<file path="config.mk">
export PLATFORM = sky130hd
export DESIGN_NAME = blood_sensor_rx
export DESIGN_NICKNAME = d
export VERILOG_FILES = /design/src/rtl/glycemic_pkg.sv /design/src/rtl/bit_timer.sv /design/src/rtl/blood_sensor_rx.sv
export SDC_FILE = /design/constraint.sdc
export NUM_CORES = 1
export LEC_CHECK = 0
export CORE_MARGIN = 2
export CORE_UTILIZATION = 59
export DETAILED_ROUTE_END_ITERATION = 10
export PLACE_DENSITY = 0.89
export SLEW_MARGIN = 25
export SYNTH_ARGS = -nofsm -noshare
export SYNTH_HDL_FRONTEND = slang
export SYNTH_HIERARCHICAL = 1
export SYNTH_SLANG_ARGS = --single-unit
</file>
<file path="constraint.sdc">
create_clock -name clk -period 5 [get_ports clk]
set_input_delay 0.75 -clock clk [delete_from_list [all_inputs] [get_ports clk]]
set_output_delay 0.75 -clock clk [all_outputs]
set_load 0.05 [all_outputs]
</file>
<file path="src/rtl/glycemic_pkg.sv">
// Shared types and constants for the blood sensor link and the glycemic
// index calculator. The receiver FSM state encoding lives here so that
// the monitor controller can decode it for debug.
package glycemic_pkg;

  typedef enum logic [2:0] {
    IDLE   = 3'd0,
    START  = 3'd1,
    DATA   = 3'd2,
    PARITY = 3'd3,
    STOP   = 3'd4
  } rx_state_t;

  localparam int   SENSOR_DATA_BITS  = 8;
  localparam logic SENSOR_IDLE_LEVEL = 1'b1;
  localparam int   GI_WIDTH          = 4;

  // Even parity over a sensor payload: the parity bit that makes the total
  // number of ones even.
  function automatic logic even_parity(input logic [SENSOR_DATA_BITS-1:0] data);
    return ^data;
  endfunction

endpackage

</file>
<file path="src/rtl/bit_timer.sv">
// Bit-period timer for the sensor receiver. A load arms the down-counter
// with a half or full bit period; tick pulses for exactly one cycle when an
// armed count reaches zero. A load in the tick cycle re-arms seamlessly.
module bit_timer #(
  parameter int CLKS_PER_BIT = 16
) (
  input  logic clk,
  input  logic rst,
  input  logic load_half,
  input  logic load_full,
  output logic tick
);

  localparam int CW = (CLKS_PER_BIT > 2) ? $clog2(CLKS_PER_BIT) : 1;
  localparam logic [CW-1:0] HALF_LOAD = CW'(CLKS_PER_BIT / 2 - 1);
  localparam logic [CW-1:0] FULL_LOAD = CW'(CLKS_PER_BIT - 1);
  localparam logic [CW-1:0] ZERO      = {CW{1'b0}};
  localparam logic [CW-1:0] ONE       = CW'(1);

  logic [CW-1:0] count_q, count_d;
  logic          armed_q, armed_d;

  // Tick only once per load; an unarmed timer sitting at zero stays silent.
  assign tick = armed_q && (count_q == ZERO);

  // Next count: loads take priority, otherwise count down while armed.
  always_comb begin
    count_d = count_q;
    armed_d = armed_q;
    if (load_full) begin
      count_d = FULL_LOAD;
      armed_d = 1'b1;
    end else if (load_half) begin
      count_d = HALF_LOAD;
      armed_d = 1'b1;
    end else if (armed_q && (count_q == ZERO)) begin
      armed_d = 1'b0;
    end else if (armed_q) begin
      count_d = count_q - ONE;
    end else begin
      count_d = count_q;
    end
  end

  // Counter state register.
  always_ff @(posedge clk or posedge rst) begin
    if (rst) begin
      count_q <= ZERO;
      armed_q <= 1'b0;
    end else begin
      count_q <= count_d;
      armed_q <= armed_d;
    end
  end

endmodule

</file>
<file path="src/rtl/blood_sensor_rx.sv">
// Serial receiver for the blood sensor 1-wire frame:
//   start(0), 8 data bits MSB first, [even parity], stop(1).
// Holds the last good sample behind a valid/ready handshake and reports
// framing, parity and overrun faults.
// Build option: define BLOOD_SENSOR_PARITY_EN to expect a parity bit.
module blood_sensor_rx
  import glycemic_pkg::*;
#(
  parameter int CLKS_PER_BIT = 16
) (
  input  logic       clk,
  input  logic       reset,
  input  logic       sensorLine,
  output logic [7:0] bloodSensor,
  output logic       sampleValid,
  input  logic       sampleReady,
  output logic       busy,
  output logic       frameError,
  output logic       parityError,
  output logic       overrun
);

  localparam int DATA_BITS = SENSOR_DATA_BITS;
  localparam int BW        = $clog2(DATA_BITS);
  localparam logic [BW-1:0] BIT_LAST = BW'(DATA_BITS - 1);
  localparam logic [BW-1:0] BIT_ZERO = {BW{1'b0}};
  localparam logic [BW-1:0] BIT_ONE  = BW'(1);

  logic sync1_q, sync2_q, prev_q;
  logic rx_s, fall_s, tick_s, load_half_s, load_full_s, good_s;

  rx_state_t            state_q, state_d;
  logic [DATA_BITS-1:0] shift_q, shift_d;
  logic [BW-1:0]        bit_cnt_q, bit_cnt_d;
  logic                 par_bad_q, par_bad_d;
  logic [DATA_BITS-1:0] data_q, data_d;
  logic                 valid_q, valid_d;
  logic                 busy_q, busy_d;
  logic                 frame_err_q, frame_err_d;
  logic                 overrun_q, overrun_d;
`ifdef BLOOD_SENSOR_PARITY_EN
  logic                 par_err_q, par_err_d;
`endif

  assign rx_s   = sync2_q;
  assign fall_s = (prev_q == SENSOR_IDLE_LEVEL) && (sync2_q != SENSOR_IDLE_LEVEL);

  bit_timer #(.CLKS_PER_BIT(CLKS_PER_BIT)) u_bit_timer (
    .clk       (clk),
    .rst       (reset),
    .load_half (load_half_s),
    .load_full (load_full_s),
    .tick      (tick_s)
  );

  // Two-flop synchroniser plus one history flop for start-edge detection.
  always_ff @(posedge clk or posedge reset) begin
    if (reset) begin
      sync1_q <= SENSOR_IDLE_LEVEL;
      sync2_q <= SENSOR_IDLE_LEVEL;
      prev_q  <= SENSOR_IDLE_LEVEL;
    end else begin
      sync1_q <= sensorLine;
      sync2_q <= sync1_q;
      prev_q  <= sync2_q;
    end
  end

  // Frame FSM: next state, bit timing loads, shift register and fault flags.
  always_comb begin
    state_d     = state_q;
    shift_d     = shift_q;
    bit_cnt_d   = bit_cnt_q;
    par_bad_d   = par_bad_q;
    load_half_s = 1'b0;
    load_full_s = 1'b0;
    frame_err_d = 1'b0;
    good_s      = 1'b0;
`ifdef BLOOD_SENSOR_PARITY_EN
    par_err_d   = 1'b0;
`endif
    case (state_q)
      IDLE: begin
        if (fall_s) begin
          state_d     = START;
          load_half_s = 1'b1;
          bit_cnt_d   = BIT_LAST;
        end else begin
          state_d = IDLE;
        end
      end
      START: begin
        if (!tick_s) begin
          state_d = START;
        end else if (rx_s == SENSOR_IDLE_LEVEL) begin
          state_d = IDLE;          // glitch, not a real start bit
        end else begin
          state_d     = DATA;
          load_full_s = 1'b1;
          bit_cnt_d   = BIT_LAST;
          par_bad_d   = 1'b0;
        end
      end
      DATA: begin
        if (tick_s) begin
          shift_d     = {shift_q[DATA_BITS-2:0], rx_s};
          load_full_s = 1'b1;
          if (bit_cnt_q == BIT_ZERO) begin
            bit_cnt_d = BIT_LAST;
`ifdef BLOOD_SENSOR_PARITY_EN
            state_d   = PARITY;
`else
            state_d   = STOP;
`endif
          end else begin
            bit_cnt_d = bit_cnt_q - BIT_ONE;
          end
        end else begin
          state_d = DATA;
        end
      end
`ifdef BLOOD_SENSOR_PARITY_EN
      PARITY: begin
        if (tick_s) begin
          state_d     = STOP;
          load_full_s = 1'b1;
          bit_cnt_d   = BIT_LAST;
          if (rx_s != even_parity(shift_q)) begin
            par_bad_d = 1'b1;
            par_err_d = 1'b1;
          end else begin
            par_bad_d = 1'b0;
          end
        end else begin
          state_d = PARITY;
        end
      end
`endif
      STOP: begin
        if (tick_s) begin
          state_d   = IDLE;
          bit_cnt_d = BIT_LAST;
          if (rx_s != SENSOR_IDLE_LEVEL) begin
            frame_err_d = 1'b1;
          end else if (!par_bad_q) begin
            good_s = 1'b1;
          end else begin
            good_s = 1'b0;
          end
        end else begin
          state_d = STOP;
        end
      end
      default: begin
        state_d = IDLE;
      end
    endcase
  end

  // Output side: sample holding register, handshake and sticky overrun.
  always_comb begin
    data_d    = data_q;
    valid_d   = valid_q;
    overrun_d = overrun_q;
    busy_d    = (state_d != IDLE);
    if (good_s) begin
      data_d  = shift_q;
      valid_d = 1'b1;
      if (valid_q && !sampleReady) begin
        overrun_d = 1'b1;
      end else begin
        overrun_d = overrun_q;
      end
    end else if (valid_q && sampleReady) begin
      valid_d = 1'b0;
    end else begin
      valid_d = valid_q;
    end
  end

  // State and output registers; reset aborts any frame in progress.
  always_ff @(posedge clk or posedge reset) begin
    if (reset) begin
      state_q     <= IDLE;
      shift_q     <= {DATA_BITS{1'b0}};
      bit_cnt_q   <= BIT_ZERO;
      par_bad_q   <= 1'b0;
      data_q      <= {DATA_BITS{1'b0}};
      valid_q     <= 1'b0;
      busy_q      <= 1'b0;
      frame_err_q <= 1'b0;
      overrun_q   <= 1'b0;
    end else begin
      state_q     <= state_d;
      shift_q     <= shift_d;
      bit_cnt_q   <= bit_cnt_d;
      par_bad_q   <= par_bad_d;
      data_q      <= data_d;
      valid_q     <= valid_d;
      busy_q      <= busy_d;
      frame_err_q <= frame_err_d;
      overrun_q   <= overrun_d;
    end
  end

`ifdef BLOOD_SENSOR_PARITY_EN
  // Parity fault pulse register.
  always_ff @(posedge clk or posedge reset) begin
    if (reset) begin
      par_err_q <= 1'b0;
    end else begin
      par_err_q <= par_err_d;
    end
  end
  assign parityError = par_err_q;
`else
  assign parityError = 1'b0;
`endif

  assign bloodSensor = data_q;
  assign sampleValid = valid_q;
  assign busy        = busy_q;
  assign frameError  = frame_err_q;
  assign overrun     = overrun_q;

endmodule
</file>
==> flow_summary.ini <==
[critical_path]
regToRegEndpoint = bloodSensor[0]$_DFFE_PP0P_
critical_path.max_stage_delay_ns = 0.73
worst_ep_arrival_time_ns = 2.90
reg2reg_slack_ns = 2.32
r2r.worst_path.cells = 8
required_ns = 5.22
path_cells = inv_1 > ha_1 > nand2b_1 > nor3b_1 > nand3b_1 > nor2_1 > nand2_1 > mux2_2
path_delay_family = simple AND/OR/NAND/NOR gates
reg2reg_from = u_bit_timer/count_q[0]$_DFFE_PP0P_
worstPathMaxFanout = 10
path_class = register to register
slowest_stage = nor3b_1
worstSetupEndpointType = register
startpoint_type = register
cp.buffers_inverters = 1

[timing]
skew_ns = 0.01153
slew_headroom_pct = 40.30
max_freq_mhz = 372.8
period_needed_ns = 2.682
finalSetupTns_ns = 0
grt_setup_unrepaired = false
setup_viol = 0
hold_viol_final = 0
finalCritPeriodShare_pct = 53.64
maxSlewViolCount = 0
finalWorstSetupSlack_ns = 2.318
tightest_slew_ns = 0.8936

[floorplan]
die_h_um = 54.93
start_util_pct = 61.77
die_w_um = 54.93
io_pins = 17
core-area_mm2 = 0.002477
rows = 18
dieArea_mm2 = 0.003017

[route]
wirelength_met1_um = 1100
dr.pass1.iters = 4
viasPerCell = 5.520
routed.top_layer = met4
drtIter0Drc = 12
wirelength_um = 2590
drtAntennaViolNets = 0
wl_met3_um = 103
routedWlPerCell_um = 15.15
routed-via-count = 944
drc_errors = 0
dr_wl_met2_um = 1352

[power]
switching_share_pct = 32.10
power_density_mw_per_mm2 = 376.9
irDropWorstVdd_mv = 0.3062
p_leak_nw = 0.8390
comb_power_share_pct = 22.4
clkPwrFrac_pct = 24.1
power_switching_w = 0.0002090
internal_power_w = 0.0004422
power_frac_seq_pct = 53.5

[cts]
htreeDepth = 2
cts_tree = built
clk_pin_slew_ns = 0.09
worstSkewPairLatency_ns = 0.34
cts_setup_buffers = 0
cts_buffers = 5
clk_path_buf_depth = 2
holdBufCountCts = 0
cts_resized = 0
root_buffer = clkbuf_4
numClockSinks = 34

[job]
drv_cap = 0

[worst_hold_path]
whs_path_depth = 0
whs_endpoint = rx_s$_DFF_PP1_
min_path_type = register to register
hp-start = sync1_q$_DFF_PP1_

[cells_and_area]
drive_gt1_share_pct = 24.11
num-nets-final = 148
fillers = 180
areaGrowthSynthToFinish_pct = 12.92
n_antenna_cell = 0
final_util_pct = 69.75

[global_route]
overflow = 0
antenna_found_initial = 0
grt_pass1_wl_um = 4133
grt_pass1_vias = 952
grt_max_degree = 30
grt_usage_pct = 20.55

[yosys]
yosys-top-cells-area = dfrtp_1 (51%), mux2_2 (12%), dfstp_2 (5.2%)
synth-async-reset-ratio_pct = 100.0
synthFlopType = dfrtp_1
synth_seq_cells = 34
yosys.cell_types.count = 35
synth_edf_count = 0
syn_inst = 124
ys_warn_count = 6
synthesis.area_mm2 = 0.001530
yosysTopAreaCellShare_pct = 50.70
postSynthAreaPerCell_um2 = 12.34
yosys.area.top_type = dfrtp_1
yosysMostFrequentCell = dfrtp_1
yosys-top-cells-count = dfrtp_1 (31), mux2_2 (16), nand2_1 (9)
synth_nets = 132
ys_seq_area_share_pct = 55.85

[placed_design]
place_congestion = 0.8249
port-buffer-count = 15
hpwl_um = 1891
place_ws_ns = 2.318

[outcome]
outcome = finished clean
power groups by stage:
| stage | Sequential, W | Combinational [W] | Clock [W] |
|---|---|---|---|
| 3_3_place_gp | 0.000350 | 0.000137 | 0 |
| 5_1_grt | 0.000354 | 0.000164 | 0.000173 |
| 3_5_place_dp | 0.000353 | 0.000146 | 0 |
| 2_1_floorplan | 0.000349 | 0.000120 | 0 |
| 6_report | 0.000348 | 0.000146 | 0.000157 |
| 4_1_cts | 0.000348 | 0.000148 | 0.000161 |
how the worst max path moves through the flow:
stage / start / endpoint / cells after the start
after floorplan: u_bit_timer/count_q[0]$_DFFE_PP0P_ / bit_cnt_q[1]$_DFFE_PP0P_ / 9
after global placement: u_bit_timer/count_q[0]$_DFFE_PP0P_ / bloodSensor[0]$_DFFE_PP0P_ / 8
after detailed placement: u_bit_timer/count_q[0]$_DFFE_PP0P_ / bloodSensor[1]$_DFFE_PP0P_ / 8
after CTS: u_bit_timer/count_q[0]$_DFFE_PP0P_ / bloodSensor[0]$_DFFE_PP0P_ / 8
after global routing: u_bit_timer/count_q[1]$_DFFE_PP0P_ / bloodSensor[0]$_DFFE_PP0P_ / 8
final: u_bit_timer/count_q[0]$_DFFE_PP0P_ / bloodSensor[0]$_DFFE_PP0P_ / 8
through the flow:
| step | hold WS, ns | total power, W | instance area, um^2 | instances |
|---|---|---|---|---|
| 2_1_floorplan | 0.3452 | 0.0004691 | 1530 | 124 |
| 5_1_grt | 0.3652 | 0.0006907 | 1728 | 171 |
| 3_5_place_dp | 0.3497 | 0.0004994 | 1668 | 163 |
| 4_1_cts | 0.3636 | 0.0006561 | 1728 | 171 |
| 3_3_place_gp | 0.3467 | 0.0004868 | 1668 | 163 |
| 6_report | 0.3624 | 0.0006512 | 1728 | 171 |
layer usage:
layer,vias up,GRT usage (%)
met4,0,10.98
li1,457,-
met2,19,34.52
met1,462,23.49
met3,6,6.183
met5,-,0
cell usage in the layout, fill, tap and decap left out, types with 2 or more instances in the layout:
master	synthesis	layout
a21oi_1	5	5
and3_1	3	3
clkbuf_4	0	5
clkdlybuf4s50_1	0	15
dfrtp_1	31	31
dfstp_2	3	3
ha_1	4	4
inv_1	7	6
mux2_2	16	16
mux2_4	2	2
mux2i_1	3	3
nand2_1	9	9
nand2b_1	2	2
nand3_1	3	3
nor2_1	7	7
nor3_1	3	3
nor3b_1	2	2
o21ai_1	2	2
o21bai_1	2	2
logic make-up after synthesis:
| kind of cell | after synthesis | share of synthesized area (%) |
|---|---|---|
| multiplexers | 21 | 15.70 |
| other | 1 | 0.2451 |
| flip-flops | 34 | 55.85 |
| AO/OA/AOI/OAI | 11 | 4.333 |
| adder cells (fa/ha/maj) | 4 | 3.271 |
| buffers and inverters | 13 | 4.988 |
| AND/OR/NAND/NOR | 40 | 15.62 |
sequential cells by signal, indices dropped and copies added, names as in the netlist, 3 cells and up:
register / cells
bloodSensor: 8
shift_q: 8
u_bit_timer/count_q: 4
state_q: 3
bit_cnt_q: 3
cell type report:
| cell class | count | area (um^2) | share of cell area [%] |
|---|---|---|---|
| sequential | 34 | 854.6 | 49.46 |
| multi-input combinational | 77 | 599.3 | 34.68 |
| timing repair buffer | 15 | 150.1 | 8.689 |
| clock buffer | 7 | 55.05 | 3.186 |
| tap | 30 | 37.54 | 2.172 |
| inverter | 7 | 26.28 | 1.521 |
| clock inverter | 1 | 5.005 | 0.2896 |
No activity file was read; power rests on OpenSTA's default activity.
